==> config.mk <==
export PLATFORM = sky130hd
export DESIGN_NAME = step_sequencer_flat
export DESIGN_NICKNAME = d
export VERILOG_FILES = /design/src/rtl/beagleg_pkg.sv /design/src/rtl/step_sequencer_if.sv /design/src/rtl/step_sequencer_tick_timer.sv /design/src/rtl/step_sequencer.sv /design/src/flat_wrapper.sv
export SDC_FILE = /design/constraint.sdc
export NUM_CORES = 1
export LEC_CHECK = 0
export ABC_AREA = 1
export CORE_MARGIN = 2
export CORE_UTILIZATION = 40
export DETAILED_ROUTE_END_ITERATION = 12
export PLACE_DENSITY = 0.63
export SYNTH_ARGS = -nofsm -noshare
export SYNTH_HDL_FRONTEND = slang
export SYNTH_HIERARCHICAL = 1
export SYNTH_SLANG_ARGS = --single-unit
==> constraint.sdc <==
create_clock -name clk -period 3.9 [get_ports clk]
set_input_delay 1.17 -clock clk [delete_from_list [all_inputs] [get_ports clk]]
set_output_delay 1.17 -clock clk [all_outputs]
set_load 0.005 [all_outputs]
==> src/rtl/beagleg_pkg.sv <==
// beagleg_pkg: shared step-sequencer state encoding and FIFO record layout
package beagleg_pkg;
    typedef enum logic [2:0] {IDLE, POP0, LAT0, POP1, LAT1, PULSE, DELAY} seq_state_t;
    localparam int MASK_IDX = 0;
    localparam int DELAY_IDX = 1;
    localparam int FIFO_RECORD_WORDS = 2;
endpackage

==> src/rtl/step_sequencer_if.sv <==
// step_sequencer_if: record FIFO read port between FIFO and step sequencer
interface step_sequencer_if #(parameter int WORD_SIZE = 8);
    logic                 fifo_empty;
    logic                 fifo_read_en;
    logic [WORD_SIZE-1:0] fifo_data;
    modport master (output fifo_read_en, input fifo_empty, input fifo_data);
    modport slave (input fifo_read_en, output fifo_empty, output fifo_data);
endinterface

==> src/rtl/step_sequencer_tick_timer.sv <==
// tick_timer: prescaled, loadable, non-wrapping down-counter; done flags the last counted cycle
module tick_timer #(parameter int CW = 16) (
    input  logic          clk,
    input  logic          rst_n,
    input  logic          load,
    input  logic [CW-1:0] cnt_val,
    input  logic [CW-1:0] div_val,
    input  logic          count,
    output logic          done
);
    logic [CW-1:0] cnt, pre, div_q;
    assign done = count && cnt == CW'(1) && pre == '0;
    // load count and prescale, then step the count once per div_q cycles until it reaches zero
    always_ff @(posedge clk or negedge rst_n)
        if (!rst_n) begin
            cnt <= '0;
            pre <= '0;
            div_q <= '0;
        end else if (load) begin
            cnt <= cnt_val;
            div_q <= div_val;
            pre <= div_val - CW'(1);
        end else if (count && cnt != '0) begin
            pre <= (pre == '0) ? div_q - CW'(1) : pre - CW'(1);
            cnt <= (pre == '0) ? cnt - CW'(1) : cnt;
        end
endmodule

==> src/rtl/step_sequencer.sv <==
// step_sequencer: pops 2-word motion records and emits timed step pulses followed by a delay
module step_sequencer import beagleg_pkg::*; #(
    parameter int WORD_SIZE    = 8,
    parameter int PULSE_CYCLES = 16,
    parameter int TICK_DIV     = 256
) (
    input  logic                 clk,
    input  logic                 rst_n,
    input  logic                 enable,
    step_sequencer_if.master     fifo,
    output logic [WORD_SIZE-1:0] step_out,
    output logic                 busy,
    output logic                 underrun,
    input  logic                 underrun_clr
);
    localparam int DW = WORD_SIZE + $clog2(TICK_DIV);
    localparam int PW = $clog2(PULSE_CYCLES + 1);
    localparam int CW = (DW > PW) ? DW : PW;
    seq_state_t state, state_nxt;
    logic [WORD_SIZE-1:0] mask_q, delay_q;
    logic tmr_load, tmr_count, tmr_done, ret, set_und;
    logic [CW-1:0] tmr_cnt, tmr_div;
    assign fifo.fifo_read_en = state == POP0 || state == POP1;
    assign busy = state != IDLE;
    assign tmr_count = state == PULSE || state == DELAY;
    assign tmr_load = state == LAT1 || (state == PULSE && tmr_done && delay_q != '0);
    assign tmr_cnt = (state == LAT1) ? CW'(PULSE_CYCLES) : CW'(delay_q);
    assign tmr_div = (state == LAT1) ? CW'(1) : CW'(TICK_DIV);
    tick_timer #(.CW(CW)) u_timer (
        .clk(clk), .rst_n(rst_n), .load(tmr_load), .cnt_val(tmr_cnt),
        .div_val(tmr_div), .count(tmr_count), .done(tmr_done)
    );
    // next state; end of record falls through to the idle check so a waiting record pops without a gap
    always_comb begin
        state_nxt = state;
        ret = 1'b0;
        set_und = 1'b0;
        case (state)
            IDLE:  state_nxt = (enable && !fifo.fifo_empty) ? POP0 : IDLE;
            POP0:  state_nxt = LAT0;
            LAT0: begin
                state_nxt = fifo.fifo_empty ? IDLE : POP1;
                set_und = fifo.fifo_empty && enable;
            end
            POP1:  state_nxt = LAT1;
            LAT1:  state_nxt = PULSE;
            PULSE: begin
                state_nxt = (tmr_done && delay_q != '0) ? DELAY : PULSE;
                ret = tmr_done && delay_q == '0;
            end
            DELAY: ret = tmr_done;
            default: state_nxt = IDLE;
        endcase
        if (ret) begin
            state_nxt = (enable && !fifo.fifo_empty) ? POP0 : IDLE;
            set_und = enable && fifo.fifo_empty;
        end
    end
    // state register
    always_ff @(posedge clk or negedge rst_n)
        if (!rst_n) state <= IDLE;
        else state <= state_nxt;
    // capture the mask and delay words the cycle after each pop
    always_ff @(posedge clk or negedge rst_n)
        if (!rst_n) begin
            mask_q <= '0;
            delay_q <= '0;
        end else begin
            if (state == LAT0) mask_q <= fifo.fifo_data;
            if (state == LAT1) delay_q <= fifo.fifo_data;
        end
    // pins driven from a register so all of them switch on the same edge
    always_ff @(posedge clk or negedge rst_n)
        if (!rst_n) step_out <= '0;
        else step_out <= (state_nxt == PULSE) ? mask_q : '0;
    // sticky underrun; a coincident set overrides the clear
    always_ff @(posedge clk or negedge rst_n)
        if (!rst_n) underrun <= 1'b0;
        else underrun <= set_und ? 1'b1 : (underrun_clr ? 1'b0 : underrun);
endmodule
==> src/flat_wrapper.sv <==
// flat-port wrapper written by rule: the top's interface ports become plain ports
module step_sequencer_flat import beagleg_pkg::*;
#(
    parameter int WORD_SIZE    = 8,
    parameter int PULSE_CYCLES = 16,
    parameter int TICK_DIV     = 256
)
  (clk, rst_n, enable, step_out, busy, underrun, underrun_clr, fifo_fifo_read_en, fifo_fifo_empty, fifo_fifo_data);
  step_sequencer_if #(.WORD_SIZE(WORD_SIZE)) fifo_i ();
  input  logic clk;
  input  logic rst_n;
  input  logic enable;
  output logic [WORD_SIZE-1:0] step_out;
  output logic busy;
  output logic underrun;
  input  logic underrun_clr;
  output wire logic [$bits(fifo_i.fifo_read_en)-1:0] fifo_fifo_read_en;
  input wire logic [$bits(fifo_i.fifo_empty)-1:0] fifo_fifo_empty;
  input wire logic [$bits(fifo_i.fifo_data)-1:0] fifo_fifo_data;
  assign fifo_fifo_read_en = fifo_i.fifo_read_en;
  assign fifo_i.fifo_empty = fifo_fifo_empty;
  assign fifo_i.fifo_data = fifo_fifo_data;
  step_sequencer #(.WORD_SIZE(WORD_SIZE), .PULSE_CYCLES(PULSE_CYCLES), .TICK_DIV(TICK_DIV)) u_core (.clk(clk), .rst_n(rst_n), .enable(enable), .fifo(fifo_i), .step_out(step_out), .busy(busy), .underrun(underrun), .underrun_clr(underrun_clr));
endmodule
# Yosys cells after proc, flatten, opt, wreduce, memory -nomap -nowiden
# Index checks and enable logic that the tools add are counted.
# Widths: inputs -> output; s select.
dict set report word_totals {
  reg_bits 76
  out_inout_bits 11
  wordCells 62
}
dict set report op_classes {
  addsub 4
  eq_ne 8
  n_mux 19
  n_reduce_logical 23
}
# op n
set op_table {}
lappend op_table {{$mux 16} 6}
lappend op_table {{$sub 16x1->16 const B} 4}
lappend op_table {{$pmux 3 s7} 1}
lappend op_table {{$eq 16x1->1 const B} 1}
lappend op_table {{$logic_not 16->1} 1}
lappend op_table {{$mux 8} 2}
lappend op_table {{$reduce_bool 16->1} 1}
lappend op_table {{$eq 3x3->1 const B} 4}
lappend op_table {{$logic_and 1x1->1} 9}
lappend op_table {{$mux 9} 1}
lappend op_table {{$logic_not 8->1} 1}
lappend op_table {{$reduce_bool 8->1} 1}
lappend op_table {{$eq 3x2->1 const B} 2}
lappend op_table {{$reduce_bool 2->1} 3}
lappend op_table {{$mux 1} 5}
lappend op_table {{$mux 2} 2}
lappend op_table {{$eq 3x1->1 const B} 1}
lappend op_table {{$logic_not 3->1} 1}
lappend op_table {{$logic_or 1x1->1} 3}
lappend op_table {{$mux 3} 1}
lappend op_table {{$reduce_bool 3->1} 1}
lappend op_table {{$pmux 1 s2} 1}
lappend op_table {{$reduce_and 2->1} 1}
lappend op_table {{$logic_not 1->1} 1}

# Depth between registers and ports, before layout
# Gate-level depths: netlist of the first run.
dict set report logic_depth {
  word_depth 10
  ltp_mapped 25
  ltp_nobuf 25
}

# By module
# The synthesis of the first run kept the hierarchy.
# mod n_inst cells_per_inst area_each_um2 seq_area_each_um2
set by_module_without_submodules {}
lappend by_module_without_submodules {tick_timer 1 432 3047.9 1201.2}
lappend by_module_without_submodules {step_sequencer 1 148 1214.9 700.7}

# Worst setup path after synthesis of the first run
# Ideal clock, no wire load.
dict set report synth_timing {
  kind {flip-flop to flip-flop}
  start {register u_core.state[0]}
  end {register u_core.u_timer.pre[10]}
  setup_ps 117
  arrival_time_ps 2846
  t_required_ps 3783
  path_slack_ps 937
  stages_incl_launch_ff 26
  path_buffers 0
  path_cell_list {dfrtp_1 > inv_1 > nand3_1 > nand2_1 > nand3_1 > nor3_1 > nand2_1 > nor2_1 > inv_1 > nor2_1 > o21ai_0 > nand2_1 > inv_2 > nand2_1 > nand2_4 > a21boi_4 > ha_1 > inv_1 > nor2_1 > nand2_1 > nor2_4 > nand2_1 > nand2_1 > nand2_1 > nand2_1 > nand2_1}
}
dict set report synth_via {
  elab_chain_cells 8
}
# item line_no
set synth_rtl {}
lappend synth_rtl {{start: declaration} step_sequencer.sv:19} ;# seq_state_t state, state_nxt;
lappend synth_rtl {{start signal: assignment} step_sequencer.sv:62} ;# else state <= state_nxt;
lappend synth_rtl {{$eq 3x3->1} step_sequencer.sv:25} ;# assign tmr_count = state == PULSE || state == DELAY;
lappend synth_rtl {{$logic_or 1x1->1 (*)} step_sequencer.sv:25}
lappend synth_rtl {{net u_core.tmr_count} step_sequencer.sv:21} ;# logic tmr_load, tmr_count, tmr_done, ret, set_und;
lappend synth_rtl {{$logic_and 1x1->1 (*) (2 in a row)} step_sequencer_tick_timer.sv:12} ;# assign done = count && cnt == CW'(1) && pre == '0;
lappend synth_rtl {{net u_core.tmr_done} step_sequencer.sv:21}
lappend synth_rtl {{$logic_and 1x1->1 (*) (2 in a row)} step_sequencer.sv:26} ;# assign tmr_load = state == LAT1 || (state == PULSE && tmr_done && delay_q != '0);
lappend synth_rtl {{$logic_or 1x1->1 (*)} step_sequencer.sv:26}
lappend synth_rtl {{net u_core.tmr_load} step_sequencer.sv:21}
lappend synth_rtl {{$mux 16 / $reduce_bool 2->1 (equally long branches)} --}
lappend synth_rtl {{end signal: assignment} step_sequencer_tick_timer.sv:22} ;# pre <= div_val - CW'(1);
lappend synth_rtl {{end signal: assignment} step_sequencer_tick_timer.sv:24} ;# pre <= (pre == '0) ? div_q - CW'(1) : pre - CW'(1);
lappend synth_rtl {{end: declaration} step_sequencer_tick_timer.sv:11} ;# logic [CW-1:0] cnt, pre, div_q;
# The timed path passes the listed nets; every way through them passes the cells marked *.
# A chain may end at the register's enable or synchronous reset.

# Final worst setup path of the first run
dict set report layout_timing {
  start {register u_core.u_timer.cnt[4]}
  end {register u_core.u_timer.pre[10]}
}
dict set report layout_via {
  elab_chain_cells 7
}
# item line_no
set layout_rtl {}
lappend layout_rtl {{start: declaration} step_sequencer_tick_timer.sv:11}
lappend layout_rtl {{start signal: assignment} step_sequencer_tick_timer.sv:20} ;# cnt <= cnt_val;
lappend layout_rtl {{start signal: assignment} step_sequencer_tick_timer.sv:25} ;# cnt <= (pre == '0) ? cnt - CW'(1) : cnt;
lappend layout_rtl {{$eq 16x1->1 (*)} step_sequencer_tick_timer.sv:12}
lappend layout_rtl {{$logic_and 1x1->1 (*) (2 in a row)} step_sequencer_tick_timer.sv:12}
lappend layout_rtl {{net u_core.tmr_done} step_sequencer.sv:21}
lappend layout_rtl {{$logic_and 1x1->1 (*) (2 in a row)} step_sequencer.sv:26}
lappend layout_rtl {{$logic_or 1x1->1 (*)} step_sequencer.sv:26}
lappend layout_rtl {{net u_core.tmr_load} step_sequencer.sv:21}
lappend layout_rtl {{$mux 16 / $reduce_bool 2->1 (equally long branches)} --}
# Marked as above.

==> results.yml, run 1 <==
run_status:
  outcome: "complete, no violations"
clock_network:
  tritoncts_clock_tree: "built"
  h-tree-depth: 3
  cts_max_path_buffers: 2
  clk_pin_slew_ns: 0.09
  post_cts.repair.setup_buffers: 0
  cts_root_buf: "sky130_fd_sc_hd__clkbuf_8"
  clkLatencyLatePin_ns: 0.35
  cts-buffers-inserted: 9
  cts.sinks: 76
timing:
  clock_skew_ns: 0.0123
  fin_worst_hold_slack_ns: 0.484
  layout_min_cycle_time_ns: 3.46
  max_clk_rate_mhz: 289
  final_total_negative_setup_slack_ns: 0
  report.final.hold_viol_count: 0
  final.period_utilization: 0.886
  slew_viol_final: 0
  relSlewSlack: 0.338
  finalWorstSetupSlack_ns: 0.444
  rsz0062_at_grt: "no"
  report.final.setup_viol: 0
  worst-slew-pin-transition_ns: 0.993
hold_path:
  holdCritPathClass: "reg2reg"
  worst_hold_startpoint: "u_core/u_timer/div_q[4]"
  timing.hold.worst_path_depth: 2
  min_delay_worst_endpoint: "u_core/u_timer/div_q[4]"
layout:
  nNetsFinal: 640
  layout_common_cells: "sky130_fd_sc_hd__nand2_1, sky130_fd_sc_hd__inv_1, sky130_fd_sc_hd__dfrtp_1"
  flow.area_growth_from_synthesis_pct: 15.0
  fillers: 1027
  antennaDiodeCount: 0
  post_route_cells_drive_above_1_share: 0.0874
  most_common_cell_after_layout_fill_and_taps_aside: "sky130_fd_sc_hd__nand2_1"
grt:
  number_of_antenna_violations_at_the_first_check_in_global_routing: 0
  grt_overflow: 0
  grt_first_pass_wirelength_um: 16400
  grt_start_max_net_pins: 77
  grt.total_usage: 0.177
  first_global_vias: 3597
floorplan:
  placementRows: 37
  core_um2: 10300
  floorplan.initialDensity: 0.413
  chipWidth_um: 107
  io-pin-count: 24
  design.die.area_um2: 11500
  fp.dieH_um: 107
synth:
  syn_area_um2: 4260
  compound_cell_area_share_of_the_yosys_netlist: 0.131
  synth_top_family_by_area: "simple AND/OR/NAND/NOR gates"
  post_synth_edffs: 0
  synth_cell_types: 44
  yosysSeqAreaShare: 0.446
  netlist_instances: 580
  synth-adder-area-share: 0.00881
  synthArstFlopShare: 1.00
  synthXorXnorAreaFrac: 0.00616
  synth.mux.area_fraction: 0
  syn-mean-instance-area_um2: 7.35
  synth-warning-count: 6
  synth_area_in_simple_gates: 0.312
  synth-seq-cells: 76
  synthFlopType: "sky130_fd_sc_hd__dfrtp_1"
critical_path:
  cpMaxStageDelayCell: "sky130_fd_sc_hd__dfrtp_1"
  rr_startpoint: "u_core/u_timer/cnt[4]"
  worst_setup_path_start_kind: "register"
  r2r_worst_path_depth: 25
  worst_setup_path_end_kind: "register"
  r2r_end: "u_core/u_timer/pre[10]"
  cp_slowest_stage_delay_ns: 0.43
  arrival_ns: 3.70
  worst-r2r-setup-slack_ns: 0.44
  cp_common_cell: "sky130_fd_sc_hd__nand2_1"
  critPathMaxFanout: 29
  critical_path_required_ns: 4.15
  crit_type: "reg2reg"
pwr:
  cellPowerDensity_nw_per_um2: 781
  worst_ir_drop_vdd_mv: 0.296
  total_leakage_power_nw: 2.51
  finalPower_mw: 3.83
placed_design:
  gpl.final_weighted_congestion: 0.856
  pre_cts_slack_ns: 0.348
  port-buffer-count: 23
  hpwlAfterDp_um: 6650
route:
  drt-wirelength-per-cell_um: 12.2
  vias: 3749
  route.antenna.remaining_nets: 0
  routed_via_density: 4.90
  wl_um: 9330
  drt_iter0_markers: 258
  remaining_drcs: 0
  drt-pass1-iter-count: 5
flow_run:
  cap_viol_max_count: 0
[kinds of logic after synthesis]
kind of cell | count (synthesis)
other | 1
AOI/OAI and AO/OA | 96
and+or+nand+nor | 300
xor gates and xnor gates | 3
adders and majority gates | 3
buffers and inverters | 101
DFF | 76
[layout make-up]
| class | count | area, um2 | share of cell area |
|---|---|---|---|
| multi-input combinational | 424 | 2040 | 0.417 |
| sequential | 76 | 1900 | 0.388 |
| inverter | 86 | 325 | 0.0664 |
| timing repair buffer | 27 | 258 | 0.0526 |
| tap | 136 | 170 | 0.0347 |
| clock buffer | 9 | 124 | 0.0253 |
| clock inverter | 7 | 81.3 | 0.0166 |
[through the flow]
stage	cell area [um2]	utilization	instances
5_1_grt	4900	0.475	765
2_1_floorplan	4340	-	601
3_5_place_dp	4690	0.454	749
4_1_cts	4890	0.474	765
3_3_place_gp	4690	0.454	749
6_report	4900	0.475	765
[how the worst max path moves through the flow]
stage / start / to / slack, ns / cells past startpoint
final: u_core/u_timer/cnt[4] / u_core/u_timer/pre[10] / 0.44 / 25
after global routing: u_core/u_timer/cnt[4] / u_core/u_timer/pre[10] / 0.03 / 25
after CTS: u_core/state[0] / u_core/u_timer/pre[10] / 0.31 / 25
after detailed placement: u_core/state[0] / u_core/u_timer/pre[10] / 0.35 / 25
after global placement: u_core/state[0] / u_core/u_timer/pre[10] / 0.44 / 25
after floorplan: u_core/state[0] / u_core/u_timer/pre[10] / 0.94 / 25
[sequential cells by signal, summed over array words and instances (netlist names)]
register              flops
u_core/step_out           8
u_core/mask_q             8
u_core/u_timer/pre       16
u_core/delay_q            8
u_core/underrun           1
u_core/state              3
u_core/u_timer/cnt       16
u_core/u_timer/div_q     16
[synth_stat cells, drive strengths merged, types with 2 or more instances]
cell | instances | area, um2
xor2 | 3 | 26.3
o221ai | 3 | 26.3
a21boi | 2 | 30.0
inv | 85 | 319
a21oi | 16 | 83.8
a31oi | 5 | 31.3
o21bai | 3 | 22.5
dfrtp | 76 | 1900
o211ai | 4 | 30.0
nand2 | 179 | 731
clkbuf | 8 | 30.0
nor2 | 74 | 325
nor3 | 7 | 51.3
o21ai | 55 | 279
nand3 | 36 | 198
ha | 3 | 37.5
buf | 7 | 50.1
nand4 | 2 | 12.5
o22ai | 3 | 18.8
[where the power goes]
part           total [mW]  internal [mW]  switching [mW]
Clock               0.631          0.305           0.326
Combinational        1.86          0.629            1.23
Sequential           1.34           1.13           0.208
Total                3.83           2.07            1.76
[worst max-delay path, delay by kind of cell, from the launching register on]
family	cells	cell delay [ns]
compound gates	2	0.33
fa+ha+maj	1	0.19
buf+inv	5	0.47
flops	1	0.43
simple gates	17	1.92
[per-layer routing]
metal | vias to the layer above | part of all wire | track usage | routed length [um]
li1 | 1901 | - | - | -
met1 | 1765 | 0.50 | 0.247 | 4630
met2 | 70 | 0.45 | 0.282 | 4200
met3 | 13 | 0.039 | 0.0310 | 365
met4 | 0 | 0.014 | 0.0547 | 131
met5 | - | 0 | 0 | 0
[repair_timing]
item | 4_1_cts | 5_1_grt
gates resized for setup | 0 | 3
hold buffers | 0 | 0
setup endpoints to repair | 0 | 5
Note: power is estimated with default switching activity, not from simulation.
==> run 2: changes to the inputs <==
--- a/config.mk
+++ b/config.mk
@@ -7,9 +7,9 @@
 export LEC_CHECK = 0
 export ABC_AREA = 1
 export CORE_MARGIN = 2
-export CORE_UTILIZATION = 40
+export CORE_UTILIZATION = 61
 export DETAILED_ROUTE_END_ITERATION = 12
-export PLACE_DENSITY = 0.63
+export PLACE_DENSITY = 0.87
 export SYNTH_ARGS = -nofsm -noshare
 export SYNTH_HDL_FRONTEND = slang
 export SYNTH_HIERARCHICAL = 1
==> results.yml, run 2 (same netlist as run 1, synthesis figures left out) <==
route:
  routed_via_density: 5.39
  drt-wirelength-per-cell_um: 13.8
  remaining_drcs: 0
  vias: 3910
  wl_um: 10000
  drt_iter0_markers: 408
  route.antenna.remaining_nets: 0
  drt-pass1-iter-count: 6
critical_path:
  worst_setup_path_end_kind: "register"
  worst-r2r-setup-slack_ns: 0.35
  critPathMaxFanout: 29
  arrival_ns: 3.80
  crit_type: "reg2reg"
  timing.critical_path.from: "u_core/state[0]"
  rr_startpoint: "u_core/state[0]"
  critical_path_required_ns: 4.14
  worst_setup_path_start_kind: "register"
layout:
  post_route_cells_drive_above_1_share: 0.0906
  multiInputGateArea_um2: 2040
  fillers: 527
  nNetsFinal: 640
  largestRegisters: "u_core/u_timer/cnt: 16 flops, u_core/u_timer/div_q: 16 flops, u_core/u_timer/pre: 16 flops"
  layout_common_cells: "sky130_fd_sc_hd__nand2_1, sky130_fd_sc_hd__inv_1, sky130_fd_sc_hd__dfrtp_1"
  antennaDiodeCount: 0
  flow.area_growth_from_synthesis_pct: 13.8
  stdcell_area_um2: 4850
  most_common_cell_after_layout_fill_and_taps_aside: "sky130_fd_sc_hd__nand2_1"
  seq_area_um2: 1900
  post-route-util: 0.714
floorplan:
  floorplan.initialDensity: 0.627
  chipWidth_um: 87.6
  placementRows: 30
  io-pin-count: 24
  fp.dieH_um: 87.6
  core_um2: 6790
  design.die.area_um2: 7670
placed_design:
  detailed_place.area_um2: 4640
  hpwlAfterDp_um: 7000
  gpl.final_weighted_congestion: 0.942
  port-buffer-count: 23
  pre_cts_slack_ns: 0.266
run_status:
  outcome: "complete, no violations"
timing:
  report.final.hold_viol_count: 0
  worst-slew-pin-transition_ns: 0.963
  final.period_utilization: 0.911
  clock_skew_ns: 0.0109
  layout_min_cycle_time_ns: 3.55
  report.final.setup_viol: 0
  finalWorstSetupSlack_ns: 0.346
  relSlewSlack: 0.358
  final_total_negative_setup_slack_ns: 0
  max_clk_rate_mhz: 281
  rsz0062_at_grt: "no"
  slew_viol_final: 0
grt:
  number_of_antenna_violations_at_the_first_check_in_global_routing: 0
  grt_overflow: 0
  grt_start_max_net_pins: 77
  first_global_vias: 3791
  grt_first_pass_wirelength_um: 17200
  grt.total_usage: 0.287
clock_network:
  cts-buffers-inserted: 9
  cts_hold_buffers: 0
  cts_root_buf: "sky130_fd_sc_hd__clkbuf_8"
  post_cts.repair.setup_buffers: 0
  clk_pin_slew_ns: 0.08
  h-tree-depth: 3
  cts.sinks: 76
  clkLatencyLatePin_ns: 0.35
  cts_max_path_buffers: 2
  tritoncts_clock_tree: "built"
pwr:
  total_leakage_power_nw: 2.51
  worst_ir_drop_vdd_mv: 0.450
  cellPowerDensity_nw_per_um2: 804
  finalPower_mw: 3.90
flow_run:
  cap_viol_max_count: 0
hold_path:
  holdCritPathClass: "reg2reg"
  worst_hold_startpoint: "u_core/u_timer/div_q[3]"
-- run 2: cell count changes in the layout (fill, tap and decap cells not counted), sizes merged --
cell and change:
inv -3, clkbuf +1, clkinv +1, clkinvlp +1
-- run 2: final cells by class --
type                            instances  share of cell area
Clock buffer                           10              0.0284
Clock inverter                          6              0.0132
Multi-Input combinational cell        424               0.421
Inverter                               86              0.0671
Tap cell                               96              0.0248
Sequential cell                        76               0.392
Timing Repair Buffer                   27              0.0531
-- run 2: per-stage QoR --
step | std cells | hold slack (ns)
2_1_floorplan | 601 | 0.436
3_3_place_gp | 709 | 0.459
3_5_place_dp | 709 | 0.467
4_1_cts | 725 | 0.491
5_1_grt | 725 | 0.516
6_report | 725 | 0.488
-- run 2: final timing paths --
check | end | depth (start not counted)
hold / removal | u_core/u_timer/div_q[3] | 2
min in group asynchronous | u_core/state[2] | 1
setup reg to reg | u_core/u_timer/pre[10] | 25
hold reg to reg | u_core/u_timer/div_q[3] | 2
max in group asynchronous | u_core/u_timer/div_q[4] | 1
setup / recovery | u_core/u_timer/pre[10] | 25
-- run 2: metal layers --
layer	vias to the layer above	part of all wire	track usage
met2	181	0.47	0.457
met4	0	0.022	0.112
met3	28	0.066	0.0594
met5	-	0	0
li1	1896	-	-
met1	1805	0.44	0.387
-- run 2: worst max-delay path, cell delays in order (launching register included) --
cell	delay, ns
sky130_fd_sc_hd__dfrtp_1	0.42
sky130_fd_sc_hd__inv_1	0.15
sky130_fd_sc_hd__nand3_1	0.20
sky130_fd_sc_hd__nand2_1	0.18
sky130_fd_sc_hd__nand3_1	0.09
sky130_fd_sc_hd__nor3_1	0.16
sky130_fd_sc_hd__nand2_1	0.09
sky130_fd_sc_hd__nor2_1	0.12
sky130_fd_sc_hd__inv_1	0.07
sky130_fd_sc_hd__nor2_1	0.14
sky130_fd_sc_hd__o21ai_1	0.13
sky130_fd_sc_hd__nand2_1	0.15
sky130_fd_sc_hd__inv_4	0.16
sky130_fd_sc_hd__nand2_1	0.18
sky130_fd_sc_hd__nand2_4	0.07
sky130_fd_sc_hd__a21boi_4	0.17
sky130_fd_sc_hd__ha_1	0.20
sky130_fd_sc_hd__inv_1	0.06
sky130_fd_sc_hd__nor2_2	0.15
sky130_fd_sc_hd__nand2_2	0.12
sky130_fd_sc_hd__nor2_4	0.17
sky130_fd_sc_hd__nand2_1	0.07
sky130_fd_sc_hd__nand2_1	0.06
sky130_fd_sc_hd__nand2_1	0.05
sky130_fd_sc_hd__nand2_1	0.05
sky130_fd_sc_hd__nand2_1	0.04
-- run 2: repair_timing --
item	4_1_cts	5_1_grt
setup endpoints to repair	0	6
resized for setup	0	6
endpoints found under the hold margin	0	0
-- run 2: power breakdown --
| part | internal (mW) | switching [mW] | leakage, nW |
|---|---|---|---|
| clock | 0.312 | 0.304 | 0.0983 |
| sequential | 1.13 | 0.225 | 0.939 |
| combinational | 0.634 | 1.29 | 1.47 |
